**src/rtl/loopback_pkg.sv**
```systemverilog
// Shared definitions for the N-channel loopback router: mode encodings and
// the ASCII case-swap rule applied to bytes in CASESWAP mode.
package loopback_pkg;

  typedef enum logic [1:0] {
    MODE_LOOP     = 2'b00,
    MODE_ROTATE   = 2'b01,
    MODE_CASESWAP = 2'b10,
    MODE_SINK     = 2'b11
  } mode_e;

  localparam int MODE_W   = 2;
  localparam logic [7:0] CASE_BIT = 8'h20;

  // Letters A-Z / a-z toggle case; every other byte passes unchanged.
  function automatic logic [7:0] case_swap(input logic [7:0] b);
    logic is_upper;
    logic is_lower;
    is_upper = (b >= 8'h41) && (b <= 8'h5A);
    is_lower = (b >= 8'h61) && (b <= 8'h7A);
    if (is_upper || is_lower) begin
      return b ^ CASE_BIT;
    end
    return b;
  endfunction

endpackage

```
**src/rtl/loopback_fifo.sv**
```systemverilog
// Synchronous first-word-fall-through FIFO. Head entry is visible on rd_data
// whenever the FIFO is non-empty; rd_data reads as zero while empty so nothing
// stale or unknown ever leaves the block. A write into an empty FIFO appears
// on the output one cycle later (no bypass path).
module loopback_fifo #(
  parameter int DATA_W = 8,
  parameter int DEPTH  = 16,
  localparam int AW    = $clog2(DEPTH)
) (
  input  logic              clk_i,
  input  logic              rstn_i,
  input  logic              wr_en,
  input  logic [DATA_W-1:0] wr_data,
  output logic              full,
  input  logic              rd_en,
  output logic [DATA_W-1:0] rd_data,
  output logic              empty,
  output logic [AW:0]       level
);

  logic [DATA_W-1:0] mem [DEPTH];
  logic [AW-1:0]     wr_ptr;
  logic [AW-1:0]     rd_ptr;
  logic [AW:0]       cnt;
  logic              push;
  logic              pop;

  assign empty   = (cnt == '0);
  assign full    = (cnt == (AW+1)'(DEPTH));
  assign level   = cnt;
  assign pop     = rd_en && !empty;
  // At full a write is still accepted when the same cycle pops the head.
  assign push    = wr_en && (!full || pop);
  assign rd_data = empty ? '0 : mem[rd_ptr];

  // Pointer and occupancy bookkeeping; pointers wrap modulo DEPTH.
  always_ff @(posedge clk_i or negedge rstn_i) begin
    if (!rstn_i) begin
      wr_ptr <= '0;
      rd_ptr <= '0;
      cnt    <= '0;
    end else begin
      if (push) begin
        wr_ptr <= wr_ptr + 1'b1;
      end
      if (pop) begin
        rd_ptr <= rd_ptr + 1'b1;
      end
      case ({push, pop})
        2'b10:   cnt <= cnt + 1'b1;
        2'b01:   cnt <= cnt - 1'b1;
        default: cnt <= cnt;
      endcase
    end
  end

  // Storage array; contents need no reset since occupancy gates the output.
  always_ff @(posedge clk_i) begin
    if (push) begin
      mem[wr_ptr] <= wr_data;
    end
  end

endmodule

```
**src/rtl/loopback_nch_router.sv**
```systemverilog
// Application-side data engine for the multi-channel CDC core. Bytes from each
// OUT channel are routed into per-destination FWFT FIFOs that feed the IN
// channels: straight loopback, rotate to the next channel, case-swapped
// loopback, or discarded (sink).
//
// Mode FSM
//   state     | meaning
//   ST_ACTIVE | mode_q in effect, no drain in progress
//   ST_DRAIN  | mode_i differs from mode_q, inputs stalled, waiting for FIFOs to empty
module loopback_nch_router
  import loopback_pkg::*;
#(
  parameter int  CHANNELS   = 2,
  parameter int  DATA_W     = 8,
  parameter int  FIFO_DEPTH = 16,
  parameter int  CNT_W      = 16,
  localparam int AW         = $clog2(FIFO_DEPTH),
  localparam int CW         = (CHANNELS > 1) ? $clog2(CHANNELS) : 1
) (
  input  logic                         clk_i,
  input  logic                         rstn_i,
  input  logic [MODE_W-1:0]            mode_i,
  input  logic [DATA_W*CHANNELS-1:0]   out_data_i,
  input  logic [CHANNELS-1:0]          out_valid_i,
  output logic [CHANNELS-1:0]          out_ready_o,
  output logic [DATA_W*CHANNELS-1:0]   in_data_o,
  output logic [CHANNELS-1:0]          in_valid_o,
  input  logic [CHANNELS-1:0]          in_ready_i,
  output logic [MODE_W-1:0]            mode_o,
  output logic [CHANNELS*(AW+1)-1:0]   level_o,
  output logic [CNT_W-1:0]             rx_count_o
);

  typedef enum logic {ST_ACTIVE, ST_DRAIN} state_e;

  state_e            state;
  mode_e             mode_q;
  logic              ready_en;
  logic              pending;
  logic              all_empty;

  logic [CHANNELS-1:0] wr_en;
  logic [DATA_W-1:0]   wr_data [CHANNELS];
  logic [DATA_W-1:0]   rd_data [CHANNELS];
  logic [CHANNELS-1:0] full;
  logic [CHANNELS-1:0] empty;
  logic [CHANNELS-1:0] pop;
  logic [AW:0]         level [CHANNELS];
  logic [CHANNELS-1:0] rdy;
  logic [CNT_W-1:0]    rx_q;
  logic [CNT_W-1:0]    acc_sum;

  // Destination FIFO for source channel s under mode m.
  function automatic logic [CW-1:0] dest_of(input int s, input mode_e m);
    int d;
    d = (m == MODE_ROTATE) ? ((s + 1) % CHANNELS) : s;
    return CW'(d);
  endfunction

  // Case swap touches only the low byte of wider lanes.
  function automatic logic [DATA_W-1:0] swap_word(input logic [DATA_W-1:0] w);
    logic [DATA_W-1:0] r;
    r      = w;
    r[7:0] = case_swap(w[7:0]);
    return r;
  endfunction

  assign pending   = (mode_i != mode_q);
  assign all_empty = &empty;
  assign pop       = in_ready_i & ~empty;

  // Per-source ready and write steering into the destination FIFOs.
  always_comb begin
    logic [CW-1:0] d;
    rdy   = '0;
    wr_en = '0;
    d     = '0;
    for (int k = 0; k < CHANNELS; k++) begin
      wr_data[k] = '0;
    end
    for (int s = 0; s < CHANNELS; s++) begin
      if (mode_q == MODE_SINK) begin
        rdy[s] = ready_en && !pending;
      end else begin
        d      = dest_of(s, mode_q);
        rdy[s] = ready_en && !pending && (!full[d] || pop[d]);
        if (out_valid_i[s] && rdy[s]) begin
          wr_en[d] = 1'b1;
          if (mode_q == MODE_CASESWAP) begin
            wr_data[d] = swap_word(out_data_i[s*DATA_W +: DATA_W]);
          end else begin
            wr_data[d] = out_data_i[s*DATA_W +: DATA_W];
          end
        end
      end
    end
  end

  assign out_ready_o = rdy;

  // Number of bytes accepted across all OUT channels this cycle.
  always_comb begin
    acc_sum = '0;
    for (int s = 0; s < CHANNELS; s++) begin
      acc_sum = acc_sum + CNT_W'(out_valid_i[s] & rdy[s]);
    end
  end

  // Mode FSM: a requested change stalls inputs and lands once all FIFOs are empty.
  always_ff @(posedge clk_i or negedge rstn_i) begin
    if (!rstn_i) begin
      state    <= ST_ACTIVE;
      mode_q   <= MODE_LOOP;
      ready_en <= 1'b0;
    end else begin
      ready_en <= 1'b1;
      case (state)
        ST_ACTIVE: begin
          if (pending) begin
            if (all_empty) begin
              mode_q <= mode_e'(mode_i);
            end else begin
              state <= ST_DRAIN;
            end
          end
        end
        ST_DRAIN: begin
          if (!pending) begin
            state <= ST_ACTIVE;
          end else if (all_empty) begin
            mode_q <= mode_e'(mode_i);
            state  <= ST_ACTIVE;
          end
        end
        default: state <= ST_ACTIVE;
      endcase
    end
  end

  // Accepted-byte counter, wraps naturally.
  always_ff @(posedge clk_i or negedge rstn_i) begin
    if (!rstn_i) begin
      rx_q <= '0;
    end else begin
      rx_q <= rx_q + acc_sum;
    end
  end

  assign mode_o     = mode_q;
  assign rx_count_o = rx_q;

  for (genvar k = 0; k < CHANNELS; k++) begin : g_fifo
    loopback_fifo #(
      .DATA_W (DATA_W),
      .DEPTH  (FIFO_DEPTH)
    ) u_fifo (
      .clk_i   (clk_i),
      .rstn_i  (rstn_i),
      .wr_en   (wr_en[k]),
      .wr_data (wr_data[k]),
      .full    (full[k]),
      .rd_en   (in_ready_i[k]),
      .rd_data (rd_data[k]),
      .empty   (empty[k]),
      .level   (level[k])
    );

    assign in_data_o[k*DATA_W +: DATA_W] = rd_data[k];
    assign in_valid_o[k]                 = !empty[k];
    assign level_o[k*(AW+1) +: AW+1]     = level[k];
  end

endmodule

```
**config.mk**
```make
export PLATFORM = sky130hd
export DESIGN_NAME = loopback_nch_router
export DESIGN_NICKNAME = d
export VERILOG_FILES = /design/src/rtl/loopback_pkg.sv /design/src/rtl/loopback_fifo.sv /design/src/rtl/loopback_nch_router.sv
export SDC_FILE = /design/constraint.sdc
export NUM_CORES = 1
export LEC_CHECK = 0
export ABC_CLOCK_PERIOD_IN_PS = 9200
export CORE_MARGIN = 2
export CORE_UTILIZATION = 50
export CTS_CLUSTER_SIZE = 30
export DETAILED_ROUTE_END_ITERATION = 8
export DONT_BUFFER_PORTS = 1
export GPL_ROUTABILITY_DRIVEN = 0
export GPL_TIMING_DRIVEN = 0
export PLACE_DENSITY_LB_ADDON = 0.15
export SYNTH_ARGS = -nofsm -noshare
export SYNTH_HDL_FRONTEND = slang
export SYNTH_SLANG_ARGS = --single-unit
```
**constraint.sdc**
```tcl
create_clock -name clk_i -period 9.2 [get_ports clk_i]
set_input_delay 1.38 -clock clk_i [delete_from_list [all_inputs] [get_ports clk_i]]
set_output_delay 1.38 -clock clk_i [all_outputs]
set_load 0.02 [all_outputs]
```
# [Word level (Yosys, flattened, before mapping)]
# Memory sizes are Yosys's and may differ from the RTL's.
# Index checks and enable logic that the tools add are counted.
[totals] mem_bits_rw=256 word_cells=154 n_memories=2 input_bits=24 ff_bits=45 output_inout_bits=48
[memory_table] name="g_fifo[0].u_fifo.mem" depth=16 word_bits=8 read_ports=1 rd_ports_with_merged_regs=0 wr=1 line_no="loopback_fifo.sv:21" text="logic [DATA_W-1:0] mem [DEPTH];"
[memory_table] name="g_fifo[1].u_fifo.mem" depth=16 word_bits=8 read_ports=1 rd_ports_with_merged_regs=0 wr=1 line_no="loopback_fifo.sv:21"
[classes] eq_ne=10 n_bitwise=11 add_sub_neg=10 mux=60 magnitude_cmp=16 n_reduce_logical=36
[ops] cell="$mux 8" n=14
[ops] cell="$mux 16" n=6
[ops] cell="$and 16x16->16" n=2
[ops] cell="$bwmux 16" n=2
[ops] cell="$ge 8x7->1 const B" n=4
[ops] cell="$le 8x7->1 const B" n=4
[ops] cell="$mux 1" n=26
[ops] cell="$pmux 5 s2" n=2
[ops] cell="$logic_and 1x1->1" n=17
[ops] cell="$add 16x2->16" n=1
[ops] cell="$add 4x1->4 const B" n=4
[ops] cell="$demux 8 s1" n=2
[ops] cell="$mux 2" n=6
[ops] cell="$add 5x1->5 const B" n=2
[ops] cell="$eq 5x5->1 const B" n=2
[ops] cell="$logic_not 5->1" n=2
[ops] cell="$sub 5x1->5 const B" n=2
[ops] cell="$eq 2x2->1 const B" n=4
[ops] cell="$logic_not 1->1" n=7
[ops] cell="$eq 2x1->1 const B" n=3
[ops] cell="$logic_or 1x1->1" n=6
[ops] cell="$ge 2x2->1 const B" n=2
[ops] cell="$lt 1x2->1 const B" n=2
[ops] cell="$lt 2x1->1 const B" n=2
[ops] cell="13 further kinds" n=19

# [Logic depth before layout (Yosys ltp)]
# Gate-level depths: netlist of run 1.
[depth] word_depth=22 mapped_depth=15 depth_no_buf=12

# [Hierarchy]
# From an unflattened synthesis of run 1, not the netlist that was laid out.
[unflattened] cells_unflattened=724 area_unflattened_um2=12943.7
[modules_own_cells] mod="loopback_fifo" seq_area_each_um2=4169.0 area_per_inst_um2=5878.1 n_inst=2 cells_each=302
[modules_own_cells] mod="loopback_nch_router" seq_area_each_um2=475.5 area_per_inst_um2=1187.4 n_inst=1 cells_each=120

# [Least setup slack after synthesis of run 1]
# OpenSTA, ideal clock, no wires.
[synth_path] kind="input -> register" startpoint="input port mode_i[1]" endpoint="register g_fifo[1].u_fifo.cnt[4]" setup_time_ns=0.080 t_arrival_ns=3.690 path_slack_ns=5.430 path_buffers=2 stages=14 cell_sequence="xnor2_1 nand3_1 a211oi_1 clkbuf_1 inv_1 ha_1 clkbuf_1 xor2_1 ha_1 a21o_1 nand2_1 a21o_1 a21oi_1 xor2_1"
[synth_between] elab_chain_len=13 elab_cells_between_ends=17 cone_classes="eq/ne (3); mux (5); bitwise (1); reduce/logical (8)"
[synth_rtl] item="from (decl)" line_no="loopback_nch_router.sv:22" text="input logic [MODE_W-1:0] mode_i,"
[synth_rtl] item="$ne 2x2->1 *" line_no="loopback_nch_router.sv:68" text="assign pending = (mode_i != mode_q);"
[synth_rtl] item="$logic_not 1->1 *"
[synth_rtl] item="$logic_and 1x1->1 *" line_no="loopback_nch_router.sv:86" text="rdy[s] = ready_en && !pending && (!full[d] || pop[d]);"
[synth_rtl] item="$logic_and 1x1->1" line_no="loopback_nch_router.sv:86"
[synth_rtl] item="$logic_and 1x1->1" line_no="loopback_nch_router.sv:87" text="if (out_valid_i[s] && rdy[s]) begin"
[synth_rtl] item="$mux 2" line_no="loopback_nch_router.sv:87"
[synth_rtl] item="$mux 2" line_no="loopback_nch_router.sv:82" text="if (mode_q == MODE_SINK) begin"
[synth_rtl] item="$or 2x2->2 (no line)"
[synth_rtl] item="$mux 2" line_no="loopback_nch_router.sv:87"
[synth_rtl] item="$mux 2 *" line_no="loopback_nch_router.sv:82"
[synth_rtl] item="$logic_and 1x1->1 *" line_no="loopback_fifo.sv:33" text="assign push = wr_en && (!full || pop);"
[synth_rtl] item="$eq 2x1->1 / $eq 2x2->1 (equally long branches)" line_no="loopback_fifo.sv:49" text="case ({push, pop})"
[synth_rtl] item="$pmux 5 s2 / $reduce_bool 2->1 (equally long branches)"
[synth_rtl] item="to (signal assigned)" line_no="loopback_fifo.sv:50" text="2'b10: cnt <= cnt + 1'b1;"
[synth_rtl] item="to (signal assigned)" line_no="loopback_fifo.sv:51" text="2'b01: cnt <= cnt - 1'b1;"
[synth_rtl] item="to (signal assigned)" line_no="loopback_fifo.sv:52" text="default: cnt <= cnt;"
[synth_rtl] item="to (decl)" line_no="loopback_fifo.sv:24" text="logic [AW:0] cnt;"
# Every way passes the cells marked *; elsewhere a longest branch is shown, timed or not.
# A chain may end at the register's enable or synchronous reset.

# [Worst setup path after layout of run 1]
[layout_path] startpoint="register g_fifo[0].u_fifo.rd_ptr[3]" endpoint="output port in_data_o[6]"
[layout_between] elab_chain_len=2
[layout_rtl] item="from (decl)" line_no="loopback_fifo.sv:23" text="logic [AW-1:0] rd_ptr;"
[layout_rtl] item="from (signal assigned)" line_no="loopback_fifo.sv:47" text="rd_ptr <= rd_ptr + 1'b1;"
[layout_rtl] item="$mem_v2 16x8"
[layout_rtl] item="$mux 8" line_no="loopback_fifo.sv:34" text="assign rd_data = empty ? '0 : mem[rd_ptr];"
[layout_rtl] item="to (decl)" line_no="loopback_nch_router.sv:26" text="output logic [DATA_W*CHANNELS-1:0] in_data_o,"
# Every way passes these cells.

==> results of run 1 <==
-- logic make-up (layout without fill, tap and decap cells) --
family | Yosys count | in the layout | share of synthesized area
AO/OA/AOI/OAI | 65 | 65 | 0.0352
flip-flops | 301 | 301 | 0.698
adder cells (fa/ha/maj) | 19 | 19 | 0.0194
other | 1 | 1 | 0.000297
buffers and inverters | 49 | 110 | 0.0164
XOR/XNOR | 42 | 42 | 0.0291
multiplexers | 102 | 102 | 0.145
AND/OR/NAND/NOR | 128 | 128 | 0.0567
-- final timing paths --
kind | end | slack, ns | cells after the start
min | g_fifo[1].u_fifo.rd_ptr[2] | 0.53 | 0
min in group clk_i | g_fifo[1].u_fifo.rd_ptr[2] | 0.53 | 1
max reg2reg | g_fifo[1].u_fifo.level[4] | 5.30 | 15
max | in_data_o[6] | 4.91 | 4
max in group asynchronous | g_fifo[0].u_fifo.rd_ptr[3] | 8.57 | 0
min reg2reg | g_fifo[1].u_fifo.rd_ptr[2] | 0.53 | 1
-- sequential cells by signal (all words and copies together) (netlist names) --
name,flops
rx_count_o,16
g_fifo.u_fifo.level,10
ready_en,1
g_fifo.u_fifo.mem,256
g_fifo.u_fifo.rd_ptr,8
g_fifo.u_fifo.wr_ptr,8
mode_o,2
-- area by class of cell --
class | instances | share of cell area
Sequential cell | 301 | 0.628
Clock inverter | 11 | 0.00571
Inverter | 15 | 0.00401
Timing Repair Buffer | 6 | 0.00321
Tap cell | 330 | 0.0294
Buffer | 34 | 0.0108
Clock buffer | 44 | 0.0588
Multi-Input combinational cell | 357 | 0.260
-- critical path: cells and delay by family (launching register included) --
kind / cells / cell delay (ns)
compound gates: 1 / 0.54
buf+inv: 2 / 1.28
mux: 1 / 0.22
flops: 1 / 0.33
-- power by group --
group | internal, mW | leakage, nW | switching [mW]
clock | 0.646 | 0.436 | 0.484
sequential | 1.58 | 2.95 | 0.150
combinational | 0.529 | 1.50 | 0.735
total | 2.76 | 4.88 | 1.37
-- stage by stage --
| stage | instances | utilization |
|---|---|---|
| after CTS | 1097 | 0.561 |
| after global routing | 1098 | 0.562 |
| after detailed placement | 1042 | 0.525 |
| after floorplan | 707 | - |
| final | 1098 | 0.562 |
| after global placement | 1037 | 0.523 |
-- metal layers --
metal / vias to the layer above / wire, µm / GRT usage
met5: - / 0 / 0
met4: 0 / 673 / 0.0547
li1: 2893 / - / -
met2: 187 / 13200 / 0.341
met3: 45 / 1930 / 0.0504
met1: 3412 / 10800 / 0.272
-- placed cells by master (no fill, tap or decap), types with 18 or more instances in the layout --
cell | Yosys | final
and3_1 | 22 | 22
clkbuf_1 | 22 | 35
clkbuf_16 | 0 | 31
dfrtp_1 | 45 | 45
edfxtp_1 | 256 | 256
ha_1 | 18 | 18
mux2i_1 | 32 | 32
mux4_2 | 64 | 64
nand2_1 | 20 | 20
nor2_1 | 25 | 25
o22ai_1 | 18 | 18
xnor2_1 | 28 | 28
==> run metrics, run 1 <==
Area after DPL=0.0131 mm²; CP arrival=2.91 ns; Setup CP Type=register to primary output; CP max stage cell=clkbuf_1; IO Port Bufs=0; Critical Path Start=g_fifo[0].u_fifo.rd_ptr[3]; Mapped Cells=707; VDD IR max=0.230 mV; worst-path maximum fanout=10; largest net degree at the start of global routing=46; Clock Skews=0.0101 ns; Post-CTS Setup Bufs=0; Die H=163 µm; nets@finish=789; # DRC=0; post-route ant nets=0; I/O pin count=72; # setup viols final=0; Clock Tree Root=clkbuf_16; Die ar.=0.0265 mm²; initial core utilization=0.506; Slew @ Worst Pin=1.27 ns; CTS sink count=301; cell accounting for the most synthesized area=edfxtp_1; Finished Cell Area=0.0140 mm²; DR iter-0 viols=590; Hold Slack=0.526 ns; post-synthesis register bit count=301; Syn Nets=750; hold_buf cts=0; initial antenna violation count=0; post-DP HPWL=18.0 mm; minimum clock period=4.29 ns; leading cell type by number of instances after synthesis=edfxtp_1; pre-CTS WS=4.75 ns; first-pass GRT wire length=40.3 mm; most used flip-flop cell after synthesis=edfxtp_1; width of the die=163 µm; final hold vios=0; CP Cell Sequence=buf_1, clkbuf_1, mux2i_1, o22ai_1; register area=0.00881 mm²; Synth top cells by count=256 x edfxtp_1, 64 x mux4_2, 45 x dfrtp_1; slack of the critical path=4.91 ns; Post-Syn Area per Cell=17.9 µm²; Synth Cell Area=0.0126 mm²; post-cts gate resize count=0; startpoint types=register; outcome=completed; MaxCap Viol Count=0; gr usage total=0.205; Synth top area share=0.609; Synth cell types=54; WL/cell=24.2 µm; worst-skew pair later-pin latency=0.54 ns; share of layout cells above drive strength 1=0.176; WL final=26.6 mm; PwrDens=294 mW/mm²; setup TNS=0 ns; maximum clock rate=233 MHz; leakage power=4.88 nW; # rows=58; via count=6537; fillcell total=1956; footprint of the multi-input gates=0.00364 mm²; RSZ-0062 raised after global routing=no; total CTS buffers=31; Synth-to-Final Area Change=11.1%; worst endpoint required time=7.82 ns; sequential fraction of the synthesis area=0.698; relative slew slack=0.149; Synth area leaders=edfxtp_1 61%, mux4_2 11%, dfrtp_1 8.9%; fin. max-slew vios=0; Tot Pwr=4.13 mW; share of flip-flops with an asynchronous set or reset=0.150; CP Capture Type=primary output; hold crit path type=input port to async pin; vias in the first global route=6671; ant diodes=0; R2R Path Start=g_fifo[1].u_fifo.level[2]; CTS max path bufs=3; H-Tree Depth=1; clk slew on worst S/H paths=0.06 ns; CP peak stage delay=0.73 ns; Final Cycle Share=0.466; Vias per Instance=5.95; DR pass1 iterations=5; core area=0.0250 mm²; Synthesis Warnings=0; CTS tree=done; Post-synth EDFFs=256; Remaining Overflow, GRT=0
Power figures use the tool's default switching activity.
==> run 2: changes to the inputs <==
--- a/config.mk
+++ b/config.mk
@@ -5,7 +5,7 @@
 export SDC_FILE = /design/constraint.sdc
 export NUM_CORES = 1
 export LEC_CHECK = 0
-export ABC_CLOCK_PERIOD_IN_PS = 9200
+export ABC_CLOCK_PERIOD_IN_PS = 3900
 export CORE_MARGIN = 2
 export CORE_UTILIZATION = 50
 export CTS_CLUSTER_SIZE = 30
==> constraint.sdc (replaced) <==
create_clock -name clk_i -period 3.9 [get_ports clk_i]
set_input_delay 0.585 -clock clk_i [delete_from_list [all_inputs] [get_ports clk_i]]
set_output_delay 0.585 -clock clk_i [all_outputs]
set_load 0.02 [all_outputs]
==> run metrics, run 2 (synthesis results as in run 1) <==
maximum clock rate=277 MHz; Layout Cells excl Fill=1100; largest net degree at the start of global routing=46; CP Cell Sequence=clkbuf_1, or4_4, nor3b_2, a211oi_2, clkbuf_2, inv_1, ha_1, clkbuf_1, xor2_1, ha_1, a21o_1, nand2_1, a21o_1, a21oi_1, xor2_1; WL/cell=24.3 µm; # rows=58; leakage power=4.90 nW; Largest register FFs=256; register area=0.00881 mm²; startpoint types=register; footprint of the multi-input gates=0.00365 mm²; width of the die=163 µm; post-DP HPWL=18.0 mm; worst-path maximum fanout=10; fin util=0.564; Finished Cell Area=0.0141 mm²; MaxCap Viol Count=0; post-route ant nets=0; leading cell type in the layout, fill and taps excluded=edfxtp_1; fin. max-slew vios=0; Slew @ Worst Pin=1.28 ns; first-pass GRT wire length=40.4 mm; CP peak stage delay=0.48 ns; core area=0.0250 mm²; CP max stage cell=or4_4; pre-CTS WS=0.0462 ns; I/O pin count=72; RSZ-0062 raised after global routing=no; Worst path top cell family by delay=buffers and inverters; CTS tree=done; # DRC=0; via count=6536; Die H=163 µm; Remaining Overflow, GRT=0; setup TNS=0 ns; DR pass1 iterations=5; final hold vios=0; Hold Slack=0.196 ns; PwrDens=693 mW/mm²; relative slew slack=0.139; fillcell total=1950; gr usage total=0.205; total CTS buffers=31; vias in the first global route=6676; CTS max path bufs=3; Vias per Instance=5.94; Area after DPL=0.0131 mm²; CTS sink count=301; Post-CTS Setup Bufs=0; worst-skew pair later-pin latency=0.54 ns; Clock Tree Root=clkbuf_16; most frequent cells in the layout=256 x edfxtp_1, 64 x mux4_2, 45 x dfrtp_1; nets@finish=791; WL final=26.7 mm; # setup viols final=0; Setup CP Type=register to register; minimum clock period=3.61 ns; Synth-to-Final Area Change=11.5%; IO Port Bufs=0; H-Tree Depth=1; Reg with most FFs=g_fifo.u_fifo.mem; slack of the critical path=0.293 ns; placed cell count=1042; hold crit path type=input port to register; worst endpoint required time=4.36 ns; ant diodes=0; Tot Pwr=9.75 mW; VDD IR max=0.543 mV; Crit path buffers/inverters=4; initial antenna violation count=0; share of layout cells above drive strength 1=0.181; DR iter-0 viols=598; CP arrival=4.07 ns; Final Cycle Share=0.925; clk slew on worst S/H paths=0.06 ns; Die ar.=0.0265 mm²; initial core utilization=0.506; outcome=completed; Clock Skews=0.00914 ns; CP Capture Type=register
-- run 2: cell count changes in the layout (fill, tap and decap cells not counted) --
cell | before | now
clkbuf_2 | 0 | 1
nor3b_1 | 1 | 0
clkbuf_1 | 35 | 34
buf_16 | 0 | 1
a211oi_2 | 0 | 1
dlygate4sd3_1 | 0 | 1
a211oi_1 | 2 | 1
nor3b_2 | 0 | 1
-- run 2: cell type report --
type,count,share of cell area
Sequential cell,301,0.626
Multi-Input combinational cell,357,0.260
Clock buffer,44,0.0586
Tap cell,330,0.0293
Buffer,34,0.0108
Timing Repair Buffer,8,0.00587
Clock inverter,11,0.00569
Inverter,15,0.00400
-- run 2: worst register-to-register path, cell delays in order, from the launching register on --
cell      delay [ns]
dfrtp_1         0.46
clkbuf_1        0.24
or4_4           0.48
nor3b_2         0.33
a211oi_2        0.11
clkbuf_2        0.23
inv_1           0.12
ha_1            0.14
clkbuf_1        0.33
xor2_1          0.19
ha_1            0.21
a21o_1          0.14
nand2_1         0.05
a21o_1          0.18
a21oi_1         0.16
xor2_1          0.15
-- run 2: final timing paths --
path | end | start | slack (ns) | cells past startpoint
max | g_fifo[1].u_fifo.level[4] | g_fifo[1].u_fifo.level[2] | 0.29 | 15
min | mode_o[0] | mode_i[0] | 0.20 | 1
max reg2reg | g_fifo[1].u_fifo.level[4] | g_fifo[1].u_fifo.level[2] | 0.29 | 15
min reg2reg | g_fifo[1].u_fifo.rd_ptr[2] | g_fifo[1].u_fifo.rd_ptr[2] | 0.53 | 1
max in group asynchronous | g_fifo[0].u_fifo.rd_ptr[3] | rstn_i | 3.13 | 2
min in group asynchronous | rx_count_o[10] | rstn_i | 0.55 | 2
-- run 2: timing repair --
action | CTS | global route
gates resized for setup | 0 | 4
endpoints found under the setup margin | 0 | 2
endpoints found under the hold margin | 45 | 0
hold buffers | 2 | 0
-- run 2: power breakdown --
group	internal, mW	total (mW)	switching (mW)	leakage, nW
sequential	3.74	4.09	0.351	2.95
combinational	1.25	3.00	1.75	1.52
clock	1.53	2.67	1.14	0.436
total	6.51	9.75	3.24	4.90
-- run 2: layer usage --
layer,GRT usage,up-vias,wire length (µm)
li1,-,2898,-
met3,0.0504,45,1900
met1,0.273,3399,11000
met2,0.341,194,13200
met5,0,-,0
met4,0.0547,0,664
